**src/rtl/speed_mode_pkg.sv**
```systemverilog
// speed_mode_pkg: FSM encoding and elaboration-time helpers shared by the
// speed-mode controller files.
package speed_mode_pkg;

  typedef logic [1:0] state_t;

  localparam state_t S_RUN    = 2'd0;
  localparam state_t S_WAIT   = 2'd1;
  localparam state_t S_COMMIT = 2'd2;

  // Smallest width w with 2^w >= value; used to size and check counters.
  function automatic int clog2_f(input int unsigned value);
    int bits;
    bits = 0;
    while (bits < 31 && (32'd1 << bits) < value) bits++;
    return bits;
  endfunction

endpackage

```
**src/rtl/jp_debounce.sv**
```systemverilog
// jp_debounce: one jumper bit -> synchroniser chain -> debounce counter.
// A level is accepted only after the synchronised input has differed from
// the accepted level for DEBOUNCE_LIMIT consecutive cycles.
module jp_debounce #(
  parameter int SYNC_STAGES    = 2,
  parameter int DEBOUNCE_LIMIT = 2000000,
  parameter int CNT_W          = 21
) (
  input  logic C100M,
  input  logic RESET_n,
  input  logic jp_raw,
  output logic jp_stable
);

  localparam logic [CNT_W-1:0] CNT_LAST = CNT_W'(DEBOUNCE_LIMIT - 1);

  logic [SYNC_STAGES-1:0] sync_q;
  logic [CNT_W-1:0]       cnt;
  logic                   js;

  assign js = sync_q[SYNC_STAGES-1];

  // Synchroniser chain; reset preloads the raw level so nothing starts debouncing after reset.
  always_ff @(posedge C100M) begin
    if (!RESET_n) sync_q <= {SYNC_STAGES{jp_raw}};
    else          sync_q <= {sync_q[SYNC_STAGES-2:0], jp_raw};
  end

  // Count consecutive disagreement cycles; any glitch back to the accepted level restarts the count.
  always_ff @(posedge C100M) begin
    if (!RESET_n) begin
      jp_stable <= jp_raw;
      cnt       <= '0;
    end else if (js == jp_stable) begin
      cnt <= '0;
    end else if (cnt == CNT_LAST) begin
      jp_stable <= js;
      cnt       <= '0;
    end else begin
      cnt <= cnt + CNT_W'(1);
    end
  end

endmodule

```
**src/rtl/speed_mode_ctrl.sv**
```systemverilog
// speed_mode_ctrl: debounces the jumper vector and commits a new CPU speed
// mode only once the 68k bus has been idle long enough and LOCK is low.
//
// state    | meaning
// ---------+-----------------------------------------------------------
// S_RUN    | MODE matches the debounced jumpers, nothing to do
// S_WAIT   | debounced mode differs; waiting for idle bus and !LOCK
// S_COMMIT | load MODE from debounced jumpers, pulse MODE_CHANGE
module speed_mode_ctrl
  import speed_mode_pkg::*;
#(
  parameter int NUM_JP         = 4,
  parameter int MODE_BITS      = 1,
  parameter int DEBOUNCE_LIMIT = 2000000,
  parameter int CNT_W          = 21,
  parameter int SYNC_STAGES    = 2,
  parameter int IDLE_CYCLES    = 2
) (
  input  logic                 C100M,
  input  logic                 RESET_n,
  input  logic [NUM_JP-1:0]    JP_IN,
  input  logic                 AS_CPU_n,
  input  logic                 DTACK_CPU_n,
  input  logic                 LOCK,
  output logic [NUM_JP-1:0]    JP_STABLE,
  output logic [MODE_BITS-1:0] MODE,
  output logic                 MODE_CHANGE,
  output logic                 PENDING
);

  localparam int IDLE_W_RAW = clog2_f(IDLE_CYCLES + 1);
  localparam int IDLE_W     = (IDLE_W_RAW < 1) ? 1 : IDLE_W_RAW;
  localparam logic [IDLE_W-1:0] IDLE_MAX = IDLE_W'(IDLE_CYCLES);

  if (CNT_W < clog2_f(DEBOUNCE_LIMIT + 1) || DEBOUNCE_LIMIT < 2) begin : g_bad_debounce
    $error("speed_mode_ctrl: CNT_W cannot hold DEBOUNCE_LIMIT, or DEBOUNCE_LIMIT < 2");
  end
  if (MODE_BITS < 1 || MODE_BITS > NUM_JP || SYNC_STAGES < 2 || IDLE_CYCLES < 1) begin : g_bad_shape
    $error("speed_mode_ctrl: MODE_BITS, SYNC_STAGES or IDLE_CYCLES out of range");
  end

  logic [SYNC_STAGES-1:0] as_q;
  logic [SYNC_STAGES-1:0] dtack_q;
  logic                   bus_idle_s;
  logic [IDLE_W-1:0]      idle_cnt;
  logic [MODE_BITS-1:0]   mode_next;
  state_t                 state;

  for (genvar gi = 0; gi < NUM_JP; gi++) begin : g_jp
    jp_debounce #(
      .SYNC_STAGES   (SYNC_STAGES),
      .DEBOUNCE_LIMIT(DEBOUNCE_LIMIT),
      .CNT_W         (CNT_W)
    ) u_jp_debounce (
      .C100M    (C100M),
      .RESET_n  (RESET_n),
      .jp_raw   (JP_IN[gi]),
      .jp_stable(JP_STABLE[gi])
    );
  end

  // Bus strobe synchronisers, same flop-chain style as the jumper bits.
  always_ff @(posedge C100M) begin
    if (!RESET_n) begin
      as_q    <= {SYNC_STAGES{AS_CPU_n}};
      dtack_q <= {SYNC_STAGES{DTACK_CPU_n}};
    end else begin
      as_q    <= {as_q[SYNC_STAGES-2:0], AS_CPU_n};
      dtack_q <= {dtack_q[SYNC_STAGES-2:0], DTACK_CPU_n};
    end
  end

  assign bus_idle_s = as_q[SYNC_STAGES-1] & dtack_q[SYNC_STAGES-1];
  assign mode_next  = JP_STABLE[MODE_BITS-1:0];
  assign PENDING    = (mode_next != MODE);

  // Count consecutive idle-bus cycles, saturating at IDLE_CYCLES.
  always_ff @(posedge C100M) begin
    if (!RESET_n || !bus_idle_s) idle_cnt <= '0;
    else if (idle_cnt != IDLE_MAX) idle_cnt <= idle_cnt + IDLE_W'(1);
  end

  // Mode-commit FSM; the commit decision is taken in S_WAIT, so a bus going busy during S_COMMIT does not abort it.
  always_ff @(posedge C100M) begin
    if (!RESET_n) begin
      state       <= S_RUN;
      MODE        <= JP_IN[MODE_BITS-1:0];
      MODE_CHANGE <= 1'b0;
    end else begin
      MODE_CHANGE <= 1'b0;
      case (state)
        S_RUN: begin
          if (PENDING) state <= S_WAIT;
        end
        S_WAIT: begin
          if (!PENDING) state <= S_RUN;
          else if (idle_cnt == IDLE_MAX && !LOCK) state <= S_COMMIT;
        end
        S_COMMIT: begin
          MODE        <= mode_next;
          MODE_CHANGE <= 1'b1;
          state       <= S_RUN;
        end
        default: state <= S_RUN;
      endcase
    end
  end

endmodule

```
**config.mk**
```make
export PLATFORM = sky130hd
export DESIGN_NAME = speed_mode_ctrl
export DESIGN_NICKNAME = d
export VERILOG_FILES = /design/src/rtl/speed_mode_pkg.sv /design/src/rtl/jp_debounce.sv /design/src/rtl/speed_mode_ctrl.sv
export SDC_FILE = /design/constraint.sdc
export NUM_CORES = 1
export LEC_CHECK = 0
export BUFFER_PORTS_ARGS = -buffer_cell sky130_fd_sc_hd__buf_2
export CAP_MARGIN = 5
export CORE_MARGIN = 3
export CORE_UTILIZATION = 40
export CTS_BUF_LIST = sky130_fd_sc_hd__clkbuf_16
export DETAILED_ROUTE_END_ITERATION = 8
export GPL_ROUTABILITY_DRIVEN = 0
export PLACE_DENSITY = 0.62
export SETUP_SLACK_MARGIN = 0.4
export SLEW_MARGIN = 25
export SYNTH_ARGS = -nofsm -noshare
export SYNTH_HDL_FRONTEND = slang
export SYNTH_SLANG_ARGS = --single-unit
```
**constraint.sdc**
```tcl
create_clock -name C100M -period 1.8 [get_ports C100M]
set_input_delay 0.09 -clock C100M [delete_from_list [all_inputs] [get_ports C100M]]
set_output_delay 0.09 -clock C100M [all_outputs]
set_load 0.02 [all_outputs]
```
==> summary by stage <==
Layout
Of the cells placed in the final design, the portion with a size suffix greater than 1 is 0.477. 0 antenna diodes ended up in the layout. The relative area change from synthesis to final layout is 51.4%. The most frequent standard cell in the layout excluding fill and tap cells is sky130_fd_sc_hd__buf_4. Excluding fillers, the count of instances in the completed layout stands at ~770. For this run, the share of the core covered by cells in the final layout is 0.627. The final standard cell area without fillers is between 0.006 and 0.007 mm². The final net count is between 600 and 700. Leaving out fill and tap cells, the most frequent cells in the layout are sky130_fd_sc_hd__buf_4, sky130_fd_sc_hd__dfxtp_1, sky130_fd_sc_hd__xnor2_1.

Min path
The worst hold path was traced through 3 stages. The worst min-delay path category is input pin to flop. The worst hold endpoint is MODE_CHANGE.

The startpoint of the lowest-slack hold path is RESET_n.

Setup path
The type of destination of the critical path is a flop. The depth of the worst register-to-register path is 5. The startpoint-to-endpoint class of the critical path is flop to flop.

The worst-path maximum fanout is 4. The kind of launch point of the worst setup path is a flop. The origin of the critical flop-to-flop path is g_jp[0].u_jp_debounce.cnt[13]. The endpoint identified for the worst register-to-register timing path is g_jp[0].u_jp_debounce.cnt[13]. The setup check on the worst reg-to-reg path leaves a slack of roughly 74 ps. Data on the critical path is required at its endpoint by approximately 2000 ps. The arrival time of data at the critical path endpoint is 1960 ps.

Timing
The part of the cycle the worst path needs is 0.959. For the pin with the worst max-slew slack, the measured transition is roughly 430 ps. The max-slew violation total from the final report is 0. Counting I/O delays and the setup requirement, the final critical path takes ~1700 ps. Final hold analysis gives a worst-case slack of 184 ps. The highest achievable clock rate is around 580 MHz.

The relative max-transition margin is 0.709. In the post-route analysis, the smallest setup slack over all paths is 74.0 ps. Summed over all failing endpoints, the final setup total negative slack is 0 ps. The hold violation count in the final report was 0.

Setup violations remaining at the end of the flow were counted as 0. The post-route clock skew is 6.71 ps. Setup repair after global routing could not meet its margin everywhere.

Pwr
The maximum vdd drop is a little over 0.0007 V. The design draws 4.85 mW. The ratio of total power to cell area is between 700 and 800 mW/mm². In this run the static leakage power is ~2.2 nW.

Logic synthesis
Among all flip-flop cells after synthesis, the most frequent one is sky130_fd_sc_hd__dfxtp_1. After synthesis the netlist holds a flip-flop and latch count of ~110. The share of synthesized area in the top cell type comes to 0.444.

Ranked by total cell area, the synthesized netlist is headed by sky130_fd_sc_hd__dfxtp_1, sky130_fd_sc_hd__xnor2_1, sky130_fd_sc_hd__nor2_1. Yosys mapped a number of flops with a built-in enable equal to 5. The Yosys step of the flow raised 0 warnings. After synthesis the cells add up to between 0.004 and 0.005 mm². The net count after synthesis is approximately 530. The proportion of synthesized chip area in sequential cells is 0.477. The number of different library cells used by synthesis comes to 36. Of all cell types, the one taking the most synthesized area is sky130_fd_sc_hd__dfxtp_1.

After synthesis, the share of flip-flops with an asynchronous set or reset is 0. The average instance in the mapped netlist occupies 8.78 µm². Synthesis produced a netlist whose cell count is approximately 520.

Floorplan
The die is roughly 110 µm wide. The initial core utilization is 0.414. The placement row count is 38. The floorplan core area is 0.0110 mm².

The height of the die is approximately 110 µm. The die covers between 0.01 and 0.015 mm². The count of pins on the block boundary is 16.

Detailed routing
The first TritonRoute pass finished after 4 iterations. The number of vias per cell is between 5 and 6. The detail route stage leaves a number of antenna-violating nets equal to 0. After detailed routing, the average wire length per cell comes to ~15 µm. The DRC violation count after routing is 0. The DRC violation total after the first TritonRoute iteration is 154. For this block, the via count after detailed routing is between 4000 and 5000.

After detailed routing, the total wire length is 11.8 mm.

Clock tree
CTS placed an instance of sky130_fd_sc_hd__clkbuf_16 at the clock tree root. The clock tree buffer depth is 2. Clock tree synthesis found a total of about 110 sinks. The clock-pin transition on the worst setup and hold timing paths is 60 ps. Clock latency on the worst-skew pair, taken at its later pin, is around 350 ps.

TritonCTS built the clock tree. The maximum level of the CTS H-tree is 3. TritonCTS created 9 clock buffers.

GRT
The first global-routing pass estimated ~18 mm of wire. The number of global-route vias before repair is between 3000 and 4000. The overall routing resource usage is 0.175.

The total overflow left after global routing is 0. The largest net degree at the start of global routing is 19. The initial antenna violation count is 0.

Placement
The number of I/O port buffers is 15. The placed instances occupy a cell area of ~0.0052 mm². After detailed placement, the design holds a cell count of 683. The setup slack after placement is just under 30 ps. The HPWL after detailed placement is around 6.3 mm.

Status
The flow ran to the end, and the final reports show no timing, DRC or antenna violations.

Job
Across the run, the number of max-cap violations was 0.
==> layout make-up <==
type | count | area, µm²
clock buffer | 10 | 250
clock inverter | 6 | 32.5
fill | 870 | 4090
inverter | 22 | 82.6
multi-input combinational | 369 | 2990
sequential | 106 | 2270
tap | 140 | 175
timing repair buffer | 116 | 1100
==> registers in the layout, summed over array words and instances, names as in the netlist <==
register,count
g_jp.u_jp_debounce.jp_stable,4
MODE,1
state,2
idle_cnt,2
dtack_q,2
g_jp.u_jp_debounce.cnt,84
g_jp.u_jp_debounce.sync_q,8
as_q,2
MODE_CHANGE,1
==> critical path: stages, from the launching register on <==
cell and delay [ps]:
sky130_fd_sc_hd__dfxtp_2 320, sky130_fd_sc_hd__or4b_4 540, sky130_fd_sc_hd__nor4_4 170, sky130_fd_sc_hd__a311o_1 360, sky130_fd_sc_hd__buf_6 190, sky130_fd_sc_hd__a21oi_2 40
==> worst max path at each step <==
| stage | startpoint | endpoint | slack, ps | cells past startpoint |
|---|---|---|---|---|
| after detailed placement | g_jp[3].u_jp_debounce.cnt[4] | g_jp[3].u_jp_debounce.cnt[19] | 30 | 4 |
| after CTS | g_jp[2].u_jp_debounce.cnt[0] | g_jp[2].u_jp_debounce.cnt[18] | 90 | 5 |
| after global routing | g_jp[1].u_jp_debounce.cnt[10] | g_jp[1].u_jp_debounce.cnt[14] | -50 | 7 |
| after global placement | g_jp[0].u_jp_debounce.cnt[14] | g_jp[0].u_jp_debounce.cnt[2] | 80 | 5 |
| after floorplan | g_jp[0].u_jp_debounce.cnt[0] | g_jp[0].u_jp_debounce.cnt[20] | 30 | 6 |
| final | g_jp[0].u_jp_debounce.cnt[13] | g_jp[0].u_jp_debounce.cnt[13] | 70 | 5 |
==> routing by layer <==
layer / up-vias / share of wire / track usage
met2: 72 / 0.52 / 0.308
met4: 0 / 0.023 / 0.0497
met3: 25 / 0.038 / 0.0485
met1: 2023 / 0.42 / 0.209
li1: 2025 / - / -
met5: - / 0 / 0
==> synth_stat cells (all sizes together) (4+ instances only) <==
cell      n
nor4     13
or3      19
and3      4
buf       9
dfxtp   101
nand3    37
xnor2    46
nor3     14
or4      14
clkbuf   12
ha        5
nand4    11
and4      4
a311o     4
edfxtp    5
nand2    42
inv      21
nor2     75
nor4b     5
o21ai    22
a21oi    27
o31ai     9
xor2     10
==> power by group <==
part           internal, mW  switching [mW]
clock                  1.01           0.862
sequential             2.40          0.0395
combinational         0.268           0.268
total                  3.68            1.17
==> cell families after synthesis <==
logic type / after synthesis / share of synthesized area
xor gates and xnor gates: 56 / 0.108
buffers and inverters: 43 / 0.0401
muxes: 2 / 0.00495
DFF: 106 / 0.477
AOI/OAI and AO/OA: 62 / 0.0784
and+or+nand+nor: 244 / 0.278
adders and majority gates: 5 / 0.0137
==> repair_timing <==
item | CTS | global route
buffers inserted | 46 | 8
gates resized for setup | 87 | 130
endpoints found under the hold margin | 13 | 0
hold buffers | 7 | 0
gates cloned | 8 | 1
pin swaps | 47 | 20
endpoints found under the setup margin | 88 | 89
(Power assumes the default switching activity.)
